## config.mk

```make
export PLATFORM = sky130hd
export DESIGN_NAME = freq_calc
export DESIGN_NICKNAME = d
export VERILOG_FILES = /design/src/rtl/freq_calc.sv
export SDC_FILE = /design/constraint.sdc
export NUM_CORES = 1
export LEC_CHECK = 0
export CAP_MARGIN = 20
export CELL_PAD_IN_SITES_DETAIL_PLACEMENT = 1
export CELL_PAD_IN_SITES_GLOBAL_PLACEMENT = 2
export CORE_MARGIN = 8
export CORE_UTILIZATION = 40
export DETAILED_ROUTE_END_ITERATION = 10
export GPL_ROUTABILITY_DRIVEN = 0
export PLACE_DENSITY_LB_ADDON = 0.1
export SETUP_SLACK_MARGIN = 0.2
export SLEW_MARGIN = 25
export SYNTH_ARGS = -nofsm -noshare
export SYNTH_HDL_FRONTEND = slang
export SYNTH_SLANG_ARGS = --single-unit
```

## constraint.sdc

```tcl
create_clock -name clk -period 4.8 [get_ports clk]
set_input_delay 0.96 -clock clk [delete_from_list [all_inputs] [get_ports clk]]
set_output_delay 0.96 -clock clk [all_outputs]
set_load 0.05 [all_outputs]
```

## src/rtl/freq_calc.sv

```systemverilog
// Frequency calculator: freq = F_CLK*M/N (truncated) after a gate_out falling edge,
// using a serial shift-add multiplier followed by a serial restoring divider.
module freq_calc #(
  parameter int F_CLK  = 50_000_000,
  parameter int MW     = 31,
  parameter int NW     = 27,
  parameter int QW     = 32,
  parameter int SETTLE = 4
) (
  input  logic          clk,
  input  logic          rst,
  input  logic          gate_out,
  input  logic [MW-1:0] M,
  input  logic [NW-1:0] N,
  output logic [QW-1:0] freq,
  output logic          freq_valid,
  output logic          busy,
  output logic          err_zero,
  output logic          ovf
);

  localparam int PW   = MW + 26;
  localparam int CMPW = NW + QW;
  localparam int CW   = 8;

  typedef enum logic [2:0] {IDLE, WAIT, MUL, CHK, DIV, DONE} state_t;

  state_t          state_q;
  logic [2:0]      sync_q;
  logic [CW-1:0]   cnt_q;
  logic [MW-1:0]   mr_q;
  logic [NW-1:0]   nr_q;
  logic [PW-1:0]   p_q;
  logic [PW-1:0]   mcand_q;
  logic [NW:0]     rem_q;
  logic [QW-1:0]   quo_q;
  logic [QW-1:0]   freq_q;
  logic            valid_q;
  logic            busy_q;
  logic            err_q;
  logic            ovf_q;

  logic            fall;
  logic [PW-1:0]   p_d;
  logic [NW+1:0]   trial;
  logic            geq;
  logic [NW:0]     rem_d;
  logic [QW-1:0]   quo_d;
  logic            ovfHit;

  // The dividend's low bits live in quo_q and shift into the remainder MSB first,
  // while quotient bits shift in from the bottom.
  always_comb begin
    fall   = sync_q[2] & ~sync_q[1];
    p_d    = mr_q[0] ? (p_q + mcand_q) : p_q;
    trial  = {rem_q, quo_q[QW-1]};
    geq    = (trial >= {2'b00, nr_q});
    rem_d  = geq ? (NW+1)'(trial - {2'b00, nr_q}) : (NW+1)'(trial);
    quo_d  = {quo_q[QW-2:0], geq};
    ovfHit = ({{(CMPW-PW){1'b0}}, p_q} >= {nr_q, {QW{1'b0}}});
  end

  always_ff @(posedge clk or negedge rst) begin
    if (!rst) begin
      state_q <= IDLE;
      sync_q  <= '0;
      cnt_q   <= '0;
      mr_q    <= '0;
      nr_q    <= '0;
      p_q     <= '0;
      mcand_q <= '0;
      rem_q   <= '0;
      quo_q   <= '0;
      freq_q  <= '0;
      valid_q <= 1'b0;
      busy_q  <= 1'b0;
      err_q   <= 1'b0;
      ovf_q   <= 1'b0;
    end else begin
      sync_q  <= {sync_q[1:0], gate_out};
      valid_q <= 1'b0;
      unique case (state_q)
        IDLE: begin
          if (fall) begin
            state_q <= WAIT;
            cnt_q   <= CW'(SETTLE - 1);
          end
        end
        WAIT: begin
          if (cnt_q != '0) begin
            cnt_q <= cnt_q - 1'b1;
          end else begin
            mr_q    <= M;
            nr_q    <= N;
            p_q     <= '0;
            mcand_q <= PW'(F_CLK);
            cnt_q   <= CW'(MW - 1);
            if (N == '0) begin
              state_q <= DONE;
              freq_q  <= '0;
              err_q   <= 1'b1;
              ovf_q   <= 1'b0;
              valid_q <= 1'b1;
            end else begin
              state_q <= MUL;
              busy_q  <= 1'b1;
            end
          end
        end
        MUL: begin
          p_q     <= p_d;
          mcand_q <= mcand_q << 1;
          mr_q    <= mr_q >> 1;
          if (cnt_q == '0) state_q <= CHK;
          else             cnt_q   <= cnt_q - 1'b1;
        end
        // Quotient fits in QW bits only if P < N*2^QW; otherwise saturate early.
        CHK: begin
          if (ovfHit) begin
            state_q <= DONE;
            freq_q  <= '1;
            ovf_q   <= 1'b1;
            err_q   <= 1'b0;
            valid_q <= 1'b1;
            busy_q  <= 1'b0;
          end else begin
            state_q <= DIV;
            rem_q   <= (NW+1)'(p_q[PW-1:QW]);
            quo_q   <= p_q[QW-1:0];
            cnt_q   <= CW'(QW - 1);
          end
        end
        DIV: begin
          rem_q <= rem_d;
          quo_q <= quo_d;
          if (cnt_q == '0) begin
            state_q <= DONE;
            freq_q  <= quo_d;
            err_q   <= 1'b0;
            ovf_q   <= 1'b0;
            valid_q <= 1'b1;
            busy_q  <= 1'b0;
          end else begin
            cnt_q <= cnt_q - 1'b1;
          end
        end
        DONE:    state_q <= IDLE;
        default: state_q <= IDLE;
      endcase
    end
  end

  assign freq       = freq_q;
  assign freq_valid = valid_q;
  assign busy       = busy_q;
  assign err_zero   = err_q;
  assign ovf        = ovf_q;

endmodule

```

==> results.md, run 1 <==
- Outcome: complete, no violations
- CP Data Required Time: around 5300 ps
- CTS Sinks: 268
- CP startpoint: p_q[48]
- Vias: about 14000
- Grt total ovfl: 0
- Final hold viol count: 0
- Critical Path End Type: flop
- Largest area contributor in the netlist: dfrtp_1
- Max Slew Vio Count: 0
- Worst Max-Slew Pin Slew: 928 ps
- Largest cells by area after synthesis: dfrtp_1 (41%), ha_1 (7.8%), o21ai_0 (7.2%)
- Max clock buf depth: 3
- Pwr Density: 587 mW/mm^2
- Sw frac: between 40% and 50%
- Area share of the largest cell type after synthesis: roughly two fifths
- CP arrival: ~4000 ps
- Vias per cell: around 5.7
- Syn avg cell area: 8.61 um^2
- First-pass GRT wire length: between 80000 and 90000 um
- Worst r2r src: p_q[48]
- Initial antenna violation count: 0
- H-tree depth: 2
- IO Port Bufs: 96
- Worst path max stage delay: 520 ps
- Fill count: roughly 4800
- Setup bufs post-CTS: 0
- Crit path time final: ~3600 ps
- Yosys cell types: between 70 and 80
- Dpl hpwl: about 37000 um
- Clk pwr share: around a quarter
- Die area: 0.0478 mm^2
- Unrepaired setup endpoints after global routing: false
- Synth Register Bits: around 270
- Layout Skew: 14.6 ps
- Tcrit/Tclk final: 75.9%
- Hold buffer count at CTS: 0
- Row cnt: 74
- Ordered cell list for the critical path: ha_1 -> a21o_1 -> a21o_1 -> a21oi_1 -> o21ai_0 -> a211o_1 -> a221oi_1 -> o31ai_1 -> buf_4 -> or4_1 -> nand3_1
- Comb pwr share: 44.3%
- Wirelength, routed: approximately 51000 um
- Switching Power: approximately 0.0047 W
- Post-Syn Area: around 0.016 mm^2
- Clock slew seen by the registers of the worst setup and hold paths: approximately 60 ps
- Cts bufs inserted: 34
- Cts repair resizes: 0
- Clk root buf: clkbuf_16
- Maximum clock rate: about 270 MHz
- Clk_lat worst skew: ~540 ps
- Routed Antenna Nets: 0
- Number of nets in the layout: 2121
- Reg power frac: 31.4%
- Most used DFF post-synth: dfrtp_1
- Layout Area Growth over Synthesis: 16.1%
- Worst hold path type: reg -> reg
- Worst Setup Start Kind: flop
- Register area share after synthesis: 40.8%
- Net Count, Synth: a little over 2000
- CTS tree: done
- Maxcap violations: 0
- Area of the multi-input gates: just over 0.009 mm^2
- Residual DRC count: 0
- Crit Path Max Fanout: 11
- Pre-antenna DRT Iters: 5
- Slew headroom: a little under two fifths
- Peak VDD IR: 0.276 mV
- Initial Utilization: about two fifths
- Synth top cells by count: nand2_1 (310), dfrtp_1 (268), o21ai_0 (238)
- Fin util: a little under half
- Most frequent cell after synthesis: nand2_1
- Vias in the first global route: ~15000
- Final setup fails: 0
- Layout cells sized above 1: 5.91%
- WHS: roughly 350 ps
- Core area: about 0.041 mm^2
- Critical path's most frequent cell: a21o_1
- Overall Global Routing Usage: between 20% and 30%
- Ant diodes: 0
- Die Height: 219 um
- Worst Hold Launch: sync_q[0]
- Internal power: 0.00654 W
- Register Area: between 0.006 and 0.007 mm^2
- Fin Setup TNS: 0 ps
- Io pins: 97
- Iteration-0 DRC Markers: ~900
- Post-synth EDFFs: 0
- YS warnings: 0
- Routed WL per cell: a little over 20 um
- CP max-delay cell: a221oi_1
- Die X: between 200 and 250 um
- Asr flop ratio synth: 100%
- Post-Syn Instances: between 1500 and 2000
- Leakage: approximately 8.3 nW
- CP Class: reg -> reg
- Largest net degree at the start of global routing: 95
==> path summary, 6_finish.rpt <==
kind	cells past startpoint	slack, ps	endpoint
worst min register to register	0	350	sync_q[1]
min in group asynchronous	1	400	rem_q[27]
worst max-delay path	11	1160	cnt_q[7]
max in group asynchronous	2	3410	quo_q[10]
worst min-delay path	0	350	sync_q[1]
worst max register to register	11	1160	cnt_q[7]
==> logic make-up (layout without fill, tap and decap cells) <==
group | Yosys count | count (layout) | synth area share [%]
and+or+nand+nor | 665 | 665 | 18.1
AOI/OAI and AO/OA | 549 | 549 | 20.0
DFF | 268 | 268 | 40.8
buffers and inverters | 176 | 245 | 4.27
adders and majority gates | 105 | 105 | 8.07
muxes | 93 | 93 | 5.81
xor gates and xnor gates | 54 | 54 | 2.88
==> worst max-delay path: cells and delay by family, from the launching register on <==
kind	cells	cell delay [ps]
simple gates	2	600
buf+inv	1	200
flops	1	440
compound gates	7	1990
fa+ha+maj	1	320
==> state kept, by name (all words and copies together), names as in the netlist <==
signal and count:
ovf 1, sync_q 3, busy 1, state_q 3, p_q 50, freq 32
freq_valid 1, cnt_q 8, mr_q 31, rem_q 28, err_zero 1, quo_q 32
nr_q 27, mcand_q 50
==> stage by stage <==
step | cells | cell area [um^2] | setup slack, ps | total power (W)
global route | 2511 | 19100 | 901 | 0.0120
CTS | 2511 | 19100 | 1170 | 0.0113
finish | 2511 | 19100 | 1160 | 0.0112
floorplan | 1910 | 16400 | 1890 | 0.00700
detailed placement | 2452 | 17900 | 751 | 0.00854
global placement | 2452 | 17900 | 824 | 0.00838
==> power by group through the flow <==
stage / sequential (W) / combinational [W] / clock, W
after global placement: 0.00353 / 0.00485 / 0
after detailed placement: 0.00356 / 0.00498 / 0
after global routing: 0.00361 / 0.00552 / 0.00287
final: 0.00352 / 0.00497 / 0.00272
after CTS: 0.00353 / 0.00502 / 0.00280
after floorplan: 0.00381 / 0.00319 / 0
==> layout make-up <==
| cell class | count | area share, % |
|---|---|---|
| inverter | 65 | 1.28 |
| multi-input combinational | 1466 | 47.6 |
| timing repair buffer | 121 | 6.37 |
| sequential | 268 | 35.1 |
| clock buffer | 47 | 5.14 |
| tap | 532 | 3.49 |
| clock inverter | 12 | 1.00 |
==> per-layer routing <==
metal	up-vias	share of wire [%]	GRT usage, %	routed length, um
met5	-	0	0	0
met4	0	2.4	6.16	1240
met3	72	3.4	2.99	1740
met2	176	47	34.5	23500
met1	7118	48	29.0	24000
li1	6900	-	-	-
==> cell usage in the layout (no fill, tap or decap), types with 7 or more instances in the layout <==
master and instances:
nand2_1 308, dfrtp_1 268, o21ai_0 238, nor2_1 138
a21oi_1 102, ha_1 102, clkdlybuf4s50_1 95, mux2i_1 74
nand3_1 69, inv_1 65, a21o_1 44, a31oi_1 40
clkbuf_16 35, xnor2_1 32, nand4_1 26, nor3_1 25
xor2_1 22, buf_4 20, o21a_1 19, mux2_2 19
and3_1 15, nor2b_1 13, nor4_1 13, o211ai_1 11
a211oi_1 10, o21bai_1 10, nand2b_1 8, o31ai_1 8
or3_1 7
(Power assumes the default switching activity.)
==> run 2: changes to the inputs <==
Settings changed: CORE_UTILIZATION 40 to 38.
Clock period 4.8 ns to 3.6 ns, I/O delays scaled along.
==> run 2 against run 1 <==
  * Hold slack lost 170 ps
  * Fmax grew 11%
  * Die area grew 4.9%
  * Via count grew 1.4%
  * Flip-flop and latch count is the same
  * Global-route usage shrank 0.062 points
  * Critical path type unchanged
  * Largest power group unchanged
==> results.md, run 2 (synthesis gave the netlist of run 1 again) <==
- Pre-CTS WS: 143 ps (-608 ps)
- Vias: 14500 (+1.4%)
- Fin Setup TNS: 0 ps (unchanged)
- Initial Utilization: 38.3% (-2.0 points)
- Die Height: 224 um (+2.4%)
- Leakage: 8.65 nW (+3.7%)
- Worst Max-Slew Pin Slew: 882 ps (-45.9 ps)
- Clock slew seen by the registers of the worst setup and hold paths: 60 ps (about the same)
- CP top delay family: simple AND/OR/NAND/NOR gates
- CP Class: reg -> reg
- CTS Sinks: 268 (unchanged)
- Cts bufs inserted: 35 (+2.9%)
- Clk_lat worst skew: 560 ps (+20 ps)
- Register Area: 0.00671 mm^2 (unchanged)
- Core area: 0.0429 mm^2 (+5.3%)
- CP max-delay cell: dfrtp_1
- H-tree depth: 2 (unchanged)
- Overall Global Routing Usage: 21.1% (-0.062 points)
- R2R setup slack: 330 ps (-830 ps)
- Maxcap violations: 0 (unchanged)
- Ordered cell list for the critical path: ha_1 -> nand4_1 -> nor2_1 -> nand4_1 -> o21ai_0 -> a211o_4 -> a221oi_4 -> buf_12 -> buf_8 -> buf_4 -> nor3_1 -> nor2_1 -> nor4_1
- Number of nets in the layout: 2182 (+2.9%)
- First-pass GRT wire length: 85700 um (+4.6%)
- Setup ws final: 330 ps (-828 ps)
- Wirelength, routed: 53200 um (+5.2%)
- Vias in the first global route: 15100 (+1.3%)
- Vias per cell: 5.51 (-3.0%)
- Most frequent cells in the layout: nand2_1 (308), dfrtp_1 (268), o21ai_0 (237)
- Worst hold path type: in -> async
- Ant diodes: 0 (unchanged)
- Peak VDD IR: 0.411 mV (+49%)
- Largest net degree at the start of global routing: 161 (+69%)
- Most common cell after layout, fill and taps aside: nand2_1
- Crit path time final: 3270 ps (-372 ps)
- Placed Cells: 2559 (+4.4%)
- Row cnt: 76 (+2.7%)
- Maximum clock rate: 306 MHz (+11%)
- Area of the multi-input gates: 0.00913 mm^2 (+0.50%)
- Reg-to-Reg End: busy
- Outcome: complete, no violations
- Io pins: 97 (unchanged)
- CP Data Required Time: 4050 ps (-1210 ps)
- Top flop regs: mcand_q: 50 flops, p_q: 50 flops
- Residual DRC count: 0 (unchanged)
- Final setup fails: 0 (unchanged)
- IO Port Bufs: 96 (unchanged)
- Routed Antenna Nets: 0 (unchanged)
- Critical Path End Type: flop
- Max clock buf depth: 3 (unchanged)
- Fill count: 4963 (+4.0%)
- Die area: 0.0502 mm^2 (+4.9%)
- Die X: 224 um (+2.4%)
- Routed WL per cell: 20.3 um (+0.68%)
- Clk root buf: clkbuf_16
- Layout Skew: 26.0 ps (+11.4 ps)
- Layout cells sized above 1: 8.93% (+3.0 points)
- Layout Area Growth over Synthesis: 19.7%
- CP Buf/Inv Count: 3 (+2)
- Crit Path Max Fanout: 12 (+1)
- CP arrival: 3720 ps (-390 ps)
- R2r worst-path depth: 13 (+2)
- Non-Filler Instances: 2624 (+4.5%)
- Grt total ovfl: 0 (unchanged)
- Worst Setup Start Kind: flop
- Unrepaired setup endpoints after global routing: true
- Tcrit/Tclk final: 90.8% (+15 points)
- Worst path max stage delay: 480 ps (-40 ps)
- WHS: 181 ps (-168 ps)
- Final hold viol count: 0 (unchanged)
- Pwr Density: 767 mW/mm^2 (+31%)
- Worst r2r src: p_q[44]
- Iteration-0 DRC Markers: 711 (-21%)
- Slew headroom: 41.0% (+3.1 points)
- Dpl hpwl: 39000 um (+4.7%)
- CTS tree: done
- Pre-antenna DRT Iters: 5 (unchanged)
- Initial antenna violation count: 1 (+1)
- Max Slew Vio Count: 0 (unchanged)
==> run 2: how the worst max path moves through the flow <==
stage / from / end / slack, ps / cells after the start
floorplan: p_q[16] / p_q[53] / 690 / 10
global placement: p_q[16] / p_q[53] / 220 / 10
detailed placement: p_q[16] / p_q[53] / 140 / 10
CTS: nr_q[1] / rem_q[2] / 220 / 12
global route: p_q[7] / p_q[51] / 150 / 13
finish: p_q[44] / busy / 330 / 13
==> run 2: final cells by class <==
| class | instances | share of cell area, % |
|---|---|---|
| clock buffers | 51 | 5.16 |
| clock inverters | 8 | 0.515 |
| inverters | 65 | 1.24 |
| multi-input cells | 1466 | 46.4 |
| flip-flops and latches | 268 | 34.1 |
| well taps | 585 | 3.72 |
| repair buffers | 181 | 8.87 |
==> run 2: per-stage QoR <==
step	total power (W)	utilization (%)	instance area, um^2
2_1_floorplan	0.00933	-	16400
3_3_place_gp	0.0114	42.9	18400
3_5_place_dp	0.0116	42.9	18400
4_1_cts	0.0152	45.6	19500
5_1_grt	0.0162	45.9	19700
6_report	0.0151	45.9	19700
==> run 2: power breakdown <==
part	switching (W)	total, W	internal [W]
clock	0.00138	0.00347	0.00209
sequential	0.000701	0.00465	0.00394
combinational	0.00425	0.00698	0.00272
total	0.00633	0.0151	0.00876
==> run 2: worst reg2reg max path, delay by kind of cell (launching register included) <==
| kind | cells | cell delay [ps] |
|---|---|---|
| simple gates | 6 | 1290 |
| fa+ha+maj | 1 | 360 |
| compound gates | 3 | 550 |
| buf+inv | 3 | 480 |
| flops | 1 | 480 |
==> run 2: what timing repair did <==
action / CTS / global route
gates resized for setup: 1 / 15
hold buffers: 0 / 0
setup buffers: 1 / 2
pin swaps: 2 / 4
endpoints found under the setup margin: 3 / 51
cloned: 0 / 3
==> run 2: layer usage <==
metal  share of wire (%)  GRT usage, %
met5                   0             0
met4                 1.7          4.59
met3                 3.5          3.09
met2                  46          34.3
met1                  49          29.6
==> run 3: changes to the inputs <==
Settings changed: CAP_MARGIN 20 to 10, PLACE_DENSITY set to 0.92, PLACE_DENSITY_LB_ADDON 0.1 to not set.
==> run 3 against run 2 <==
  * First-iteration DRC count grew 29%
  * Final cell count shrank 0.88%
  * Utilization shrank 0.45 points
  * Setup slack lost 69 ps
  * Clock-buffer cell count shrank 6
  * Fmax shrank 2.1%
  * Critical path type unchanged
==> results.md, run 3 (synthesis gave the netlist of run 1 again) <==
- Area of the multi-input gates: 0.00911 mm^2 (-0.22%)
- Wirelength, routed: 51500 um (-3.1%)
- Ant diodes: 0 (unchanged)
- Worst r2r src: p_q[7]
- Peak VDD IR: 0.426 mV (+3.6%)
- Outcome: complete, no violations
- Die X: 224 um (unchanged)
- Fin Setup TNS: 0 ps (unchanged)
- Crit Path Max Fanout: 4 (-8)
- Placed inst area: 0.0182 mm^2 (-1.0%)
- Vias: 14700 (+1.7%)
- Layout cells sized above 1: 8.04% (-0.89 points)
- Clock slew seen by the registers of the worst setup and hold paths: 60 ps (about the same)
- Core area: 0.0429 mm^2 (unchanged)
- Largest net degree at the start of global routing: 160 (-0.62%)
- CTS tree: done
- Number of nets in the layout: 2157 (-1.1%)
- Fill count: 4997 (+0.69%)
- Unrepaired setup endpoints after global routing: true
- Pwr Density: 774 mW/mm^2 (+0.87%)
- Register Area: 0.00671 mm^2 (unchanged)
- Initial Utilization: 38.3% (unchanged)
- Worst hold path type: in -> async
- Clk_lat worst skew: 550 ps (about the same)
- Tcrit/Tclk final: 92.7% (+1.9 points)
- Die Height: 224 um (unchanged)
- CP max-delay cell: dfrtp_1
- Vias per cell: 5.66 (+2.6%)
- CP Class: reg -> reg
- Cts bufs inserted: 34 (-2.9%)
- Row cnt: 76 (unchanged)
- R2r worst-path depth: 12 (-1)
- Reg-to-Reg End: p_q[53]
- Slew headroom: 48.4% (+7.3 points)
- Routed WL per cell: 19.8 um (-2.2%)
- Maximum clock rate: 300 MHz (-2.1%)
- Max clock buf depth: 3 (unchanged)
- Most frequent cells in the layout: nand2_1 (308), dfrtp_1 (268), o21ai_0 (234)
- Final instance area: 0.0195 mm^2 (-0.97%)
- H-tree depth: 2 (unchanged)
- Critical Path End Type: flop
- Top flop regs: mcand_q: 50 flops, p_q: 50 flops
- CP Buf/Inv Count: 1 (-2)
- Max Slew Vio Count: 0 (unchanged)
- Crit path time final: 3340 ps (+68.6 ps)
- Routed Antenna Nets: 0 (unchanged)
- CP startpoint: p_q[7]
- Fin util: 45.4% (-0.45 points)
- Overall Global Routing Usage: 20.2% (-0.91 points)
- Dpl hpwl: 37700 um (-3.4%)
- Ordered cell list for the critical path: ha_1 -> inv_1 -> fa_1 -> nand2b_1 -> a21oi_2 -> a211o_1 -> a41oi_1 -> o2111ai_1 -> a311oi_2 -> nor3_1 -> or3_1 -> a32o_1
- IO Port Bufs: 96 (unchanged)
- Vias in the first global route: 15500 (+2.5%)
- Maxcap violations: 0 (unchanged)
- Worst path max stage delay: 410 ps (-70 ps)
- Io pins: 97 (unchanged)
- Grt total ovfl: 0 (unchanged)
- Worst Setup Start Kind: flop
- Layout Area Growth over Synthesis: 18.5%
- Die area: 0.0502 mm^2 (unchanged)
- Clk root buf: clkbuf_16
- Final hold viol count: 0 (unchanged)
- Most common cell after layout, fill and taps aside: nand2_1
- Residual DRC count: 0 (unchanged)
- Non-Filler Instances: 2601 (-0.88%)
- Layout Skew: 33.2 ps (+7.21 ps)
- Pre-antenna DRT Iters: 5 (unchanged)
- R2R setup slack: 260 ps (-70 ps)
- CP top delay family: compound AO/OA/AOI/OAI gates
- First-pass GRT wire length: 83000 um (-3.1%)
- Leakage: 8.53 nW (-1.5%)
- Stages on the worst setup path: 12 (-1)
- CP arrival: 3750 ps (+30 ps)
- Initial antenna violation count: 0 (-1)
- Crit path capture: p_q[53]
- Final setup fails: 0 (unchanged)
- CP Data Required Time: 4010 ps (-40 ps)
- Placed Cells: 2533 (-1.0%)
- Worst Max-Slew Pin Slew: 769 ps (-113 ps)
- Iteration-0 DRC Markers: 920 (+29%)
- CTS Sinks: 268 (unchanged)
[run 3: cell types whose count changed in the layout (fill, tap and decap cells not counted), moves of 3 or more]
cell        previous run  this run
clkinvlp_4             0         3
o21ai_0              237       234
clkbuf_8               8         5
buf_4                 73        49
[run 3: timing repair]
action,4_1_cts,5_1_grt
endpoints found under the setup margin,4,41
hold buffers,0,0
gates resized for setup,1,15
pin swaps,2,1
buffers inserted,2,4
cloned,0,2
[run 3: stage by stage]
stage / setup WS (ps) / hold WS [ps] / power, W
after floorplan: 685 / 331 / 0.00933
after global placement: 157 / 334 / 0.0112
after detailed placement: 82.9 / 345 / 0.0115
after CTS: 247 / 186 / 0.0151
after global routing: 152 / 195 / 0.0161
final: 261 / 161 / 0.0151
[run 3: layer usage]
layer | track usage [%] | vias up | wire length, um
met5 | 0 | - | 0
met4 | 7.84 | 0 | 1570
met3 | 3.00 | 98 | 2030
met2 | 34.2 | 275 | 25000
met1 | 25.9 | 7366 | 23000
li1 | - | 6974 | -
[run 3: cell type report]
class | count | share of cell area, %
Multi-Input combinational cell | 1466 | 46.7
Clock inverter | 15 | 1.03
Clock buffer | 45 | 4.84
Timing Repair Buffer | 157 | 7.95
Tap cell | 585 | 3.76
Inverter | 65 | 1.25
Sequential cell | 268 | 34.4
[run 3: worst min path at each step]
stage | to | slack [ps]
6_report | freq[3] | 160
5_1_grt | freq[3] | 190
4_1_cts | rem_q[21] | 190
3_5_place_dp | sync_q[1] | 340
3_3_place_gp | sync_q[1] | 330
2_1_floorplan | sync_q[1] | 330
[run 3: where the power goes]
group	leakage (nW)	switching [W]	internal, W	total, W
Combinational	4.59	0.00426	0.00262	0.00688
Sequential	3.38	0.000713	0.00394	0.00466
Clock	0.555	0.00140	0.00214	0.00354
